$ cat src/rtl/jedro_1_pkg.sv
// Shared encodings and default widths for the jedro_1 writeback path.
package jedro_1_pkg;

    localparam logic [1:0] LSU_W_BYTE = 2'b00;
    localparam logic [1:0] LSU_W_HALF = 2'b01;
    localparam logic [1:0] LSU_W_WORD = 2'b10;

    localparam int DEFAULT_DATA_WIDTH     = 32;
    localparam int DEFAULT_ALU_FIFO_DEPTH = 2;

endpackage : jedro_1_pkg

$ cat src/rtl/jedro_1_wb_fifo.sv
// Small synchronous FIFO buffering ALU results while the LSU owns the write port.
module jedro_1_wb_fifo #(
    parameter int WIDTH = 8,
    parameter int DEPTH = 2
) (
    input  logic             clk_i,
    input  logic             rstn_i,
    input  logic             push_i,
    input  logic             pop_i,
    input  logic [WIDTH-1:0] data_i,
    output logic [WIDTH-1:0] data_o,
    output logic             full_o,
    output logic             empty_o
);

    localparam int AW = (DEPTH > 1) ? $clog2(DEPTH) : 1;

    logic [WIDTH-1:0] mem_q [DEPTH];
    logic [WIDTH-1:0] mem_d [DEPTH];
    logic [AW:0]      wr_ptr_q, wr_ptr_d;
    logic [AW:0]      rd_ptr_q, rd_ptr_d;
    logic             do_push;
    logic             do_pop;

    // Pointers carry one extra wrap bit so full and empty are distinguishable.
    assign empty_o = (wr_ptr_q == rd_ptr_q);
    assign full_o  = (wr_ptr_q[AW] != rd_ptr_q[AW]) &&
                     (wr_ptr_q[AW-1:0] == rd_ptr_q[AW-1:0]);
    assign data_o  = mem_q[rd_ptr_q[AW-1:0]];

    assign do_push = push_i & ~full_o;
    assign do_pop  = pop_i & ~empty_o;

    // Next-state for storage and pointers; push and pop may coincide.
    always_comb begin
        mem_d    = mem_q;
        wr_ptr_d = wr_ptr_q;
        rd_ptr_d = rd_ptr_q;
        if (do_push) begin
            mem_d[wr_ptr_q[AW-1:0]] = data_i;
            wr_ptr_d = wr_ptr_q + 1'b1;
        end
        if (do_pop) begin
            rd_ptr_d = rd_ptr_q + 1'b1;
        end
    end

    // Pointer registers with synchronous active-low reset.
    always_ff @(posedge clk_i) begin
        if (!rstn_i) begin
            wr_ptr_q <= '0;
            rd_ptr_q <= '0;
        end else begin
            wr_ptr_q <= wr_ptr_d;
            rd_ptr_q <= rd_ptr_d;
        end
    end

    // Storage needs no reset; entries are only read after being written.
    always_ff @(posedge clk_i) begin
        mem_q <= mem_d;
    end

endmodule : jedro_1_wb_fifo

$ cat src/rtl/jedro_1_writeback.sv
// Register file write port C master: merges ALU results and load returns,
// extends load data, and tracks outstanding load destinations.
module jedro_1_writeback
    import jedro_1_pkg::*;
#(
    parameter int DATA_WIDTH     = DEFAULT_DATA_WIDTH,
    parameter int REG_ADDR_WIDTH = $clog2(DATA_WIDTH),
    parameter int ALU_FIFO_DEPTH = DEFAULT_ALU_FIFO_DEPTH
) (
    input  logic                        clk_i,
    input  logic                        rstn_i,
    input  logic                        alu_valid_i,
    output logic                        alu_ready_o,
    input  logic [REG_ADDR_WIDTH-1:0]   alu_dest_i,
    input  logic [DATA_WIDTH-1:0]       alu_data_i,
    input  logic                        lsu_valid_i,
    output logic                        lsu_ready_o,
    input  logic [REG_ADDR_WIDTH-1:0]   lsu_dest_i,
    input  logic [DATA_WIDTH-1:0]       lsu_data_i,
    input  logic [1:0]                  lsu_width_i,
    input  logic                        lsu_unsigned_i,
    input  logic [1:0]                  lsu_offset_i,
    input  logic                        ld_issue_i,
    input  logic [REG_ADDR_WIDTH-1:0]   ld_issue_dest_i,
    output logic [REG_ADDR_WIDTH-1:0]   wpc_addr_o,
    output logic [DATA_WIDTH-1:0]       wpc_data_o,
    output logic                        wpc_we_o,
    output logic [2**REG_ADDR_WIDTH-1:0] busy_o
);

    localparam int NUM_REGISTERS = 2**REG_ADDR_WIDTH;
    localparam int FIFO_W        = REG_ADDR_WIDTH + DATA_WIDTH;

    logic                      fifo_full;
    logic                      fifo_empty;
    logic                      fifo_push;
    logic                      fifo_pop;
    logic [FIFO_W-1:0]         fifo_head;
    logic [REG_ADDR_WIDTH-1:0] head_dest;
    logic [DATA_WIDTH-1:0]     head_data;

    logic                      alu_side_valid;
    logic                      lsu_wins;
    logic                      alu_wins;
    logic                      alu_xfer;
    logic                      lsu_xfer;
    logic                      bypass;

    logic [7:0]                ld_byte;
    logic [15:0]               ld_half;
    logic [DATA_WIDTH-1:0]     ld_ext;

    logic [REG_ADDR_WIDTH-1:0] win_dest;
    logic [DATA_WIDTH-1:0]     win_data;

    logic [REG_ADDR_WIDTH-1:0] wpc_addr_q, wpc_addr_d;
    logic [DATA_WIDTH-1:0]     wpc_data_q, wpc_data_d;
    logic                      wpc_we_q, wpc_we_d;
    logic [NUM_REGISTERS-1:0]  busy_q, busy_d;

    assign {head_dest, head_data} = fifo_head;

    // Arbitration: LSU normally wins, except a full ALU buffer takes priority
    // so ALU results cannot be starved behind a stream of loads.
    always_comb begin
        alu_side_valid = alu_valid_i | ~fifo_empty;
        lsu_wins       = lsu_valid_i & ~fifo_full;
        alu_wins       = ~lsu_wins & alu_side_valid;
        alu_ready_o    = ~fifo_full;
        lsu_ready_o    = lsu_wins;
        alu_xfer       = alu_valid_i & ~fifo_full;
        lsu_xfer       = lsu_wins;
        bypass         = alu_wins & fifo_empty;
        fifo_push      = alu_xfer & ~bypass;
        fifo_pop       = alu_wins & ~fifo_empty;
    end

    // Load data extraction and sign/zero extension.
    always_comb begin
        ld_byte = lsu_data_i[{lsu_offset_i, 3'b000} +: 8];
        ld_half = lsu_data_i[{lsu_offset_i[1], 4'b0000} +: 16];
        case (lsu_width_i)
            LSU_W_BYTE: ld_ext = {{(DATA_WIDTH-8){~lsu_unsigned_i & ld_byte[7]}}, ld_byte};
            LSU_W_HALF: ld_ext = {{(DATA_WIDTH-16){~lsu_unsigned_i & ld_half[15]}}, ld_half};
            default:    ld_ext = lsu_data_i;
        endcase
    end

    // Winner payload and next output-register contents.
    always_comb begin
        if (lsu_wins) begin
            win_dest = lsu_dest_i;
            win_data = ld_ext;
        end else if (fifo_empty) begin
            win_dest = alu_dest_i;
            win_data = alu_data_i;
        end else begin
            win_dest = head_dest;
            win_data = head_data;
        end
        wpc_addr_d = wpc_addr_q;
        wpc_data_d = wpc_data_q;
        wpc_we_d   = 1'b0;
        if (lsu_wins || alu_wins) begin
            wpc_addr_d = win_dest;
            wpc_data_d = win_data;
            wpc_we_d   = (win_dest != '0);
        end
    end

    // Scoreboard: returning load clears its bit, a newly issued load sets it;
    // set is applied last so it wins on the same index.
    always_comb begin
        busy_d = busy_q;
        if (lsu_xfer) begin
            busy_d[lsu_dest_i] = 1'b0;
        end
        if (ld_issue_i && (ld_issue_dest_i != '0)) begin
            busy_d[ld_issue_dest_i] = 1'b1;
        end
        busy_d[0] = 1'b0;
    end

    // Output and scoreboard registers with synchronous active-low reset.
    always_ff @(posedge clk_i) begin
        if (!rstn_i) begin
            wpc_addr_q <= '0;
            wpc_data_q <= '0;
            wpc_we_q   <= 1'b0;
            busy_q     <= '0;
        end else begin
            wpc_addr_q <= wpc_addr_d;
            wpc_data_q <= wpc_data_d;
            wpc_we_q   <= wpc_we_d;
            busy_q     <= busy_d;
        end
    end

    assign wpc_addr_o = wpc_addr_q;
    assign wpc_data_o = wpc_data_q;
    assign wpc_we_o   = wpc_we_q;
    assign busy_o     = busy_q;

    jedro_1_wb_fifo #(
        .WIDTH (FIFO_W),
        .DEPTH (ALU_FIFO_DEPTH)
    ) u_alu_fifo (
        .clk_i   (clk_i),
        .rstn_i  (rstn_i),
        .push_i  (fifo_push),
        .pop_i   (fifo_pop),
        .data_i  ({alu_dest_i, alu_data_i}),
        .data_o  (fifo_head),
        .full_o  (fifo_full),
        .empty_o (fifo_empty)
    );

endmodule : jedro_1_writeback

$ cat config.mk
export PLATFORM = sky130hd
export DESIGN_NAME = jedro_1_writeback
export DESIGN_NICKNAME = d
export VERILOG_FILES = /design/src/rtl/jedro_1_pkg.sv /design/src/rtl/jedro_1_wb_fifo.sv /design/src/rtl/jedro_1_writeback.sv
export SDC_FILE = /design/constraint.sdc
export NUM_CORES = 1
export LEC_CHECK = 0
export ABC_CLOCK_PERIOD_IN_PS = 4400
export BUFFER_PORTS_ARGS = -buffer_cell sky130_fd_sc_hd__buf_2
export CORE_MARGIN = 2
export CORE_UTILIZATION = 54
export CTS_CLUSTER_SIZE = 40
export DETAILED_ROUTE_END_ITERATION = 12
export GPL_TIMING_DRIVEN = 1
export PLACE_DENSITY = 0.91
export RECOVER_POWER = 100
export SYNTH_ARGS = -nofsm -noshare
export SYNTH_HDL_FRONTEND = slang
export SYNTH_SLANG_ARGS = --single-unit
$ cat constraint.sdc
create_clock -name clk_i -period 4.4 [get_ports clk_i]
set_input_delay 0.44 -clock clk_i [delete_from_list [all_inputs] [get_ports clk_i]]
set_output_delay 0.44 -clock clk_i [all_outputs]
set_load 0.03 [all_outputs]
[After elaboration in Yosys (flattened, before gate mapping)]
Cells that the tools add are included.
Operators by class
  $lt $le $gt $ge: 7
  shift-type cells: 2
  $add $sub $neg: 2
  equality and inequality tests: 4
  multiplexer cells: 17
  bitwise logic cells: 21
  reduce and logical (&&, ||, !) cells: 10
Operators by type and width (count)
  $mux 37: 4
  $mux 32: 4
  $bwmux 74: 1
  $pmux 32 s2: 1
  $demux 37 s1: 1
  $and 32x32->32: 1
  $not 32->32: 1
  $or 32x32->32: 1
  $shiftx 32x6->16: 1
  $shiftx 32x6->8: 1
  $lt 5x6->1 const B: 2
  $and 1x1->1: 10
  $demux 1 s5: 2
  $ge 5x1->1 const B: 2
  $mux 5: 2
  $reduce_bool 5->1: 2
  $logic_and 1x1->1: 5
  $not 1->1: 5
  $add 2x1->2 const B: 2
  $ge 2x2->1 const B: 2
  $not 1->2: 2
  $eq 2x1->1 const B: 1
  $eq 2x2->1: 1
  $logic_not 2->1: 1
  other kinds (7): 8
Word-level totals
  bits of input ports: 89
  word-level logic and storage cells: 72
  register bits after elaboration: 148
  output and inout bits: 72

[Logic depth before layout (Yosys ltp)]
  depth in word-level cells: 10
  mapped depth: 8
  gate-level depth less buffers: 6

[Modules after synthesis]
From an unflattened synthesis, not the netlist that was laid out.
Unflattened totals
  cells, all modules: 643
  area, all modules: 7035.5 sq um
Modules (own cells, without submodules)
  jedro_1_writeback: cells each 497, area an instance 4120.2 sq um, instances 1, sequential area each 1381.3 sq um
  jedro_1_wb_fifo: cells each 146, area an instance 2915.3 sq um, instances 1, sequential area each 2302.2 sq um

[Worst setup path after synthesis]
No wires, ideal clock.
  path type: reg2reg
  start: reg u_alu_fifo.rd_ptr_q[0]
  end: reg u_alu_fifo.mem_q[37] (netlist bit) (enable)
  path buffers: 1
  arrival: 2.799 ns
  stages on the path, launching flop included: 6
  required time: 3.963 ns
  path slack: 1.164 ns
  setup time: 0.437 ns
  period minus slack after synthesis: 3.236 ns
  cells stage by stage: dfxtp_1 buf_2 xor2_2 a21o_1 and2_1 nor2b_1
On the way
  cells in the longest elaborated chain, start to end: 10
  elaborated cells between the ends (all ways): 14
  classes of those cells: 2 x eq/ne; 11 x bitwise; 1 x reduce/logical
Ends and longest elaborated chain
  from (decl): line jedro_1_wb_fifo.sv:21  | logic [AW:0] rd_ptr_q, rd_ptr_d;
  from (signal assigned): line jedro_1_wb_fifo.sv:55  | rd_ptr_q <= rd_ptr_d;
  $eq 1x1->1: line jedro_1_wb_fifo.sv:28  | (wr_ptr_q[AW-1:0] == rd_ptr_q[AW-1:0]);
  $logic_and 1x1->1: line jedro_1_wb_fifo.sv:27  | assign full_o = (wr_ptr_q[AW] != rd_ptr_q[AW]) &&
  $not 1->1: line jedro_1_wb_fifo.sv:31, jedro_1_writeback.sv:67, jedro_1_writeback.sv:71
  $and 1x1->1: line jedro_1_writeback.sv:67  | lsu_wins = lsu_valid_i & ~fifo_full;
  $not 1->1: line jedro_1_writeback.sv:68  | alu_wins = ~lsu_wins & alu_side_valid;
  $and 1x1->1: line jedro_1_writeback.sv:68
  $and 1x1->1: line jedro_1_writeback.sv:73  | bypass = alu_wins & fifo_empty;
  $not 1->1: line jedro_1_writeback.sv:74  | fifo_push = alu_xfer & ~bypass;
  $and 1x1->1: line jedro_1_writeback.sv:74
  $and 1x1->1 (*): line jedro_1_wb_fifo.sv:31  | assign do_push = push_i & ~full_o;
  to (signal assigned): line jedro_1_wb_fifo.sv:61  | mem_q <= mem_d;
  to (decl): line jedro_1_wb_fifo.sv:18  | logic [WIDTH-1:0] mem_q [DEPTH];
Every way passes the cells marked *; elsewhere a longest branch is shown, timed or not.
A chain may end at the register's enable or synchronous reset.

[Worst setup path in the final report]
  start: reg u_alu_fifo.wr_ptr_q[1]
  end: out lsu_ready_o
On the way
  cells in the longest elaborated chain, start to end: 4
Ends and longest elaborated chain
  from (decl): line jedro_1_wb_fifo.sv:20  | logic [AW:0] wr_ptr_q, wr_ptr_d;
  from (signal assigned): line jedro_1_wb_fifo.sv:54  | wr_ptr_q <= wr_ptr_d;
  $ne 1x1->1: line jedro_1_wb_fifo.sv:27
  $logic_and 1x1->1: line jedro_1_wb_fifo.sv:27
  $not 1->1: line jedro_1_writeback.sv:67
  $and 1x1->1: line jedro_1_writeback.sv:67
  to (decl): line jedro_1_writeback.sv:17  | output logic lsu_ready_o,
Every way passes these cells.

==> impl_metrics.env <==
export IMPL_pin_count_of_the_biggest_net_entering_global_routing=53
export IMPL_drt_first_pass_iters=5
export IMPL_routedWlPerCell_um=18.92
export IMPL_cts_setup_buffers=0
export IMPL_initialDrtViolationCount=710
export IMPL_ioPinCount=161
export IMPL_required_ns=3.96
export IMPL_met1_usage_pct=36.14
export IMPL_grt_busiest_layer="met2"
export IMPL_critical_path_top_delay_family="buffers and inverters"
export IMPL_cts_buffer_depth=2
export IMPL_cell_internal_pwr_mw=2.688
export IMPL_buffer_ports_inserted=159
export IMPL_tritoncts="done"
export IMPL_synth_cells=661
export IMPL_fp_dieArea_um2=13540
export IMPL_min_period_over_period_pct=86.81
export IMPL_synth_edff_count=74
export IMPL_postLayoutCoreUtil_pct=64.36
export IMPL_synth_yosys_warnings=0
export IMPL_fillerInstances=1072
export IMPL_syn_cell_area_um2=6819
export IMPL_die_width_um=116.4
export IMPL_grt_ovfl_total=0
export IMPL_global_route_wire_length_before_repair_mm=28.42
export IMPL_diodes=0
export IMPL_first_global_vias=5563
export IMPL_criticalPathCategory="flip-flop to output pin"
export IMPL_numCtsBuffers=17
export IMPL_seq_power_share_pct=40.8
export IMPL_synth_avg_cell_area_um2=10.32
export IMPL_cts_root_buffer_cell="sky130_fd_sc_hd__clkbuf_16"
export IMPL_htreeDepth=4
export IMPL_drcViolationCount=0
export IMPL_synth_seq_area_share_pct=54.02
export IMPL_worstPathBufferInverterCount=2
export IMPL_hp_class="primary input to flip-flop"
export IMPL_slowest_cell_delay_on_critical_path_ns=0.88
export IMPL_coreArea_um2=12470
export IMPL_outcome="finished, violations left"
export IMPL_power_density_nw_per_um2=511.0
export IMPL_rsz_0062_raised_after_global_routing="no"
export IMPL_swShare_pct=34.43
export IMPL_setup_viol=0
export IMPL_postRouteWirelength_mm=18.46
export IMPL_tightest_slew_ns=2.036
export IMPL_combinationalPowerShare_pct=26.8
export IMPL_slew_violations=78
export IMPL_global_route_usage_met2_pct=45.23
export IMPL_detailed_place_hpwl_mm=12.41
export IMPL_synth_top_flop_cell="sky130_fd_sc_hd__edfxtp_1"
export IMPL_routability_cong=0.9158
export IMPL_clock_sink_count=147
export IMPL_net_switching_power_mw=1.411
export IMPL_ys_ff_latch=147
export IMPL_start_kind="flip-flop"
export IMPL_route_detailed_vias_per_inst=6.014
export IMPL_synthArstFlopShare_pct=0
export IMPL_totalPowerFinal_mw=4.100
export IMPL_max_vdd_ir_drop_mv=0.3233
export IMPL_starting_utilization_of_the_core_area_pct=54.70
export IMPL_worstSkewPairLatency_ns=0.42
export IMPL_critical_path_max_fanout=45
export IMPL_die_height_um=116.4
export IMPL_num_rows=41
export IMPL_period_minus_slack_ns=3.819
export IMPL_worst_ep_arrival_time_ns=3.38
export IMPL_power_clock_fraction_pct=32.4
export IMPL_multiInputGateArea_um2=2840
export IMPL_register_area_um2=3684
export IMPL_groute_layer_met3_usage_pct=5.553
export IMPL_critical_path_cell_chain="xnor2_1 > o21ai_4 > clkinv_2 > clkbuf_1"
export IMPL_maximum_capacitance_violations=2
export IMPL_clk_transition_reported_paths_ns=0.06
export IMPL_quantity_of_hold_fixing_buffers_added_after_cts=0
export IMPL_cts_repair_resize_count=0
export IMPL_area_growth_syn_to_layout_pct=17.65
export IMPL_track_usage_pct=27.71
export IMPL_finish_net_count=880
export IMPL_achievable_frequency_mhz=261.8
export IMPL_violations="max-capacitance violations, max-slew violations"
export IMPL_cpMaxStageDelayCell="sky130_fd_sc_hd__o21ai_4"
export IMPL_fin_tns_setup_ns=0
export IMPL_number_of_antenna_violations_at_the_first_check_in_global_routing=1
export IMPL_vias=5870
export IMPL_leakage_power_nw=2.725
export IMPL_finalHoldViolations=0
export IMPL_drive_gt1_share_pct=13.56
export IMPL_finClkSkew_ns=0.006314
export IMPL_ys_types=57
export IMPL_drtAntennaViolNets=0
export IMPL_syn_num_nets=750
export IMPL_worst_slew_margin_pct=-36.32
export IMPL_worst_setup_path_end_kind="output pin"
## power groups by stage
stage | Sequential [mW] | Combinational, mW | Clock [mW]
detailed placement | 1.70 | 1.11 | 0
global route | 1.69 | 1.19 | 1.40
CTS | 1.67 | 1.12 | 1.33
global placement | 1.70 | 1.09 | 0
floorplan | 1.84 | 0.656 | 0
finish | 1.67 | 1.10 | 1.33
## cells by family after synthesis
group,count (synthesis),share of synthesized area (%)
muxes,46,6.918
buffers and inverters,63,4.294
and+or+nand+nor,180,12.09
other,1,0.05499
DFF,147,54.02
xor gates and xnor gates,6,0.9910
AOI/OAI and AO/OA,218,21.63
## per-layer routing
metal	part of all wire (%)	wire length (um)
met5	0	0
met4	2.4	438
met3	8.5	1572
met2	48	8846
met1	41	7606
## cell usage in the layout, fill, tap and decap left out, types with 8 or more instances in the layout
master | Yosys | final
sky130_fd_sc_hd__clkbuf_16 | 0 | 17
sky130_fd_sc_hd__mux2i_1 | 37 | 37
sky130_fd_sc_hd__nor3_1 | 25 | 25
sky130_fd_sc_hd__o211ai_1 | 12 | 12
sky130_fd_sc_hd__edfxtp_1 | 74 | 74
sky130_fd_sc_hd__buf_2 | 23 | 51
sky130_fd_sc_hd__nand2_1 | 83 | 83
sky130_fd_sc_hd__nor2b_1 | 10 | 9
sky130_fd_sc_hd__o21ai_0 | 50 | 50
sky130_fd_sc_hd__clkbuf_1 | 23 | 108
sky130_fd_sc_hd__a21oi_1 | 37 | 37
sky130_fd_sc_hd__mux2_2 | 9 | 9
sky130_fd_sc_hd__a21boi_0 | 28 | 31
sky130_fd_sc_hd__nor2_1 | 28 | 28
sky130_fd_sc_hd__a21o_1 | 8 | 8
sky130_fd_sc_hd__nand3_1 | 11 | 11
sky130_fd_sc_hd__dfxtp_1 | 73 | 73
sky130_fd_sc_hd__a211oi_1 | 26 | 26
sky130_fd_sc_hd__o32ai_1 | 16 | 16
## per-stage QoR
stage                     cells  hold WS (ns)  setup WS (ns)  area (um2)
after floorplan             661        0.5389          1.164        6819
after detailed placement    944        0.4602          1.063        7639
after CTS                   976        0.2092         0.7729        8183
final                       976        0.2504         0.5805        8023
after global routing        976        0.2507         0.3608        8023
after global placement      944        0.4592          1.306        7639
## flip-flops by register name (all words and copies together), names as in the netlist
signal	count
wpc_we_o	1
u_alu_fifo.wr_ptr_q	2
busy_o	31
u_alu_fifo.mem_q	74
wpc_data_o	32
wpc_addr_o	5
u_alu_fifo.rd_ptr_q	2
## path summary, 6_finish.rpt
kind / from / to / slack [ns] / cells after the start
worst max-delay path: u_alu_fifo.wr_ptr_q[1]$_SDFFE_PN0P_ / lsu_ready_o / 0.58 / 4
worst min-delay path: alu_data_i[16] / u_alu_fifo.mem_q[16]$_DFFE_PP_ / 0.25 / 1
worst max register to register: u_alu_fifo.rd_ptr_q[0]$_SDFFE_PN0P_ / wpc_data_o[29]$_SDFFE_PN0P_ / 0.61 / 7
worst min register to register: wpc_data_o[24]$_SDFFE_PN0P_ / wpc_data_o[24]$_SDFFE_PN0P_ / 0.47 / 2
## cell usage after synthesis, drive strengths merged (2+ instances only)
cell type / instances / area (um2)
xor2: 3 / 33.79
o32ai: 16 / 140.1
a211oi: 26 / 195.2
and2: 4 / 25.02
o31ai: 2 / 15.01
a21oi: 38 / 193.9
edfxtp: 74 / 2222
nor3: 25 / 125.1
nand3b: 5 / 37.54
nor2b: 10 / 62.56
nand2b: 4 / 25.02
o21ai: 52 / 271.5
a221o: 7 / 70.07
a21boi: 33 / 247.7
mux2: 9 / 101.4
buf: 32 / 175.2
a31o: 7 / 61.31
a221oi: 3 / 26.28
xnor2: 3 / 33.79
dfxtp: 73 / 1461
nand2: 84 / 317.8
clkbuf: 23 / 86.33
a31oi: 7 / 43.79
a21o: 8 / 60.06
nand3: 11 / 55.05
o211ai: 12 / 90.09
mux2i: 37 / 370.4
or3: 3 / 23.77
nor2: 28 / 105.1
inv: 7 / 26.28
## cell type report
class                   count  share of cell area, %
flip-flops and latches    147                  45.91
multi-input cells         451                  35.40
repair buffers            166                  8.827
clock buffers              18                  5.474
well taps                 172                  2.682
clock inverters            14                  1.310
inverters                   8                 0.3899
## worst reg2reg max path, delay by kind of cell (launching register included)
family                 cells  cell delay (ns)
AO/OA/AOI/OAI              2             0.64
XOR/XNOR                   1             1.08
flip-flops                 1             0.33
buffers and inverters      2             1.30
AND/OR/NAND/NOR            2             0.32
Power figures use the tool's default switching activity.
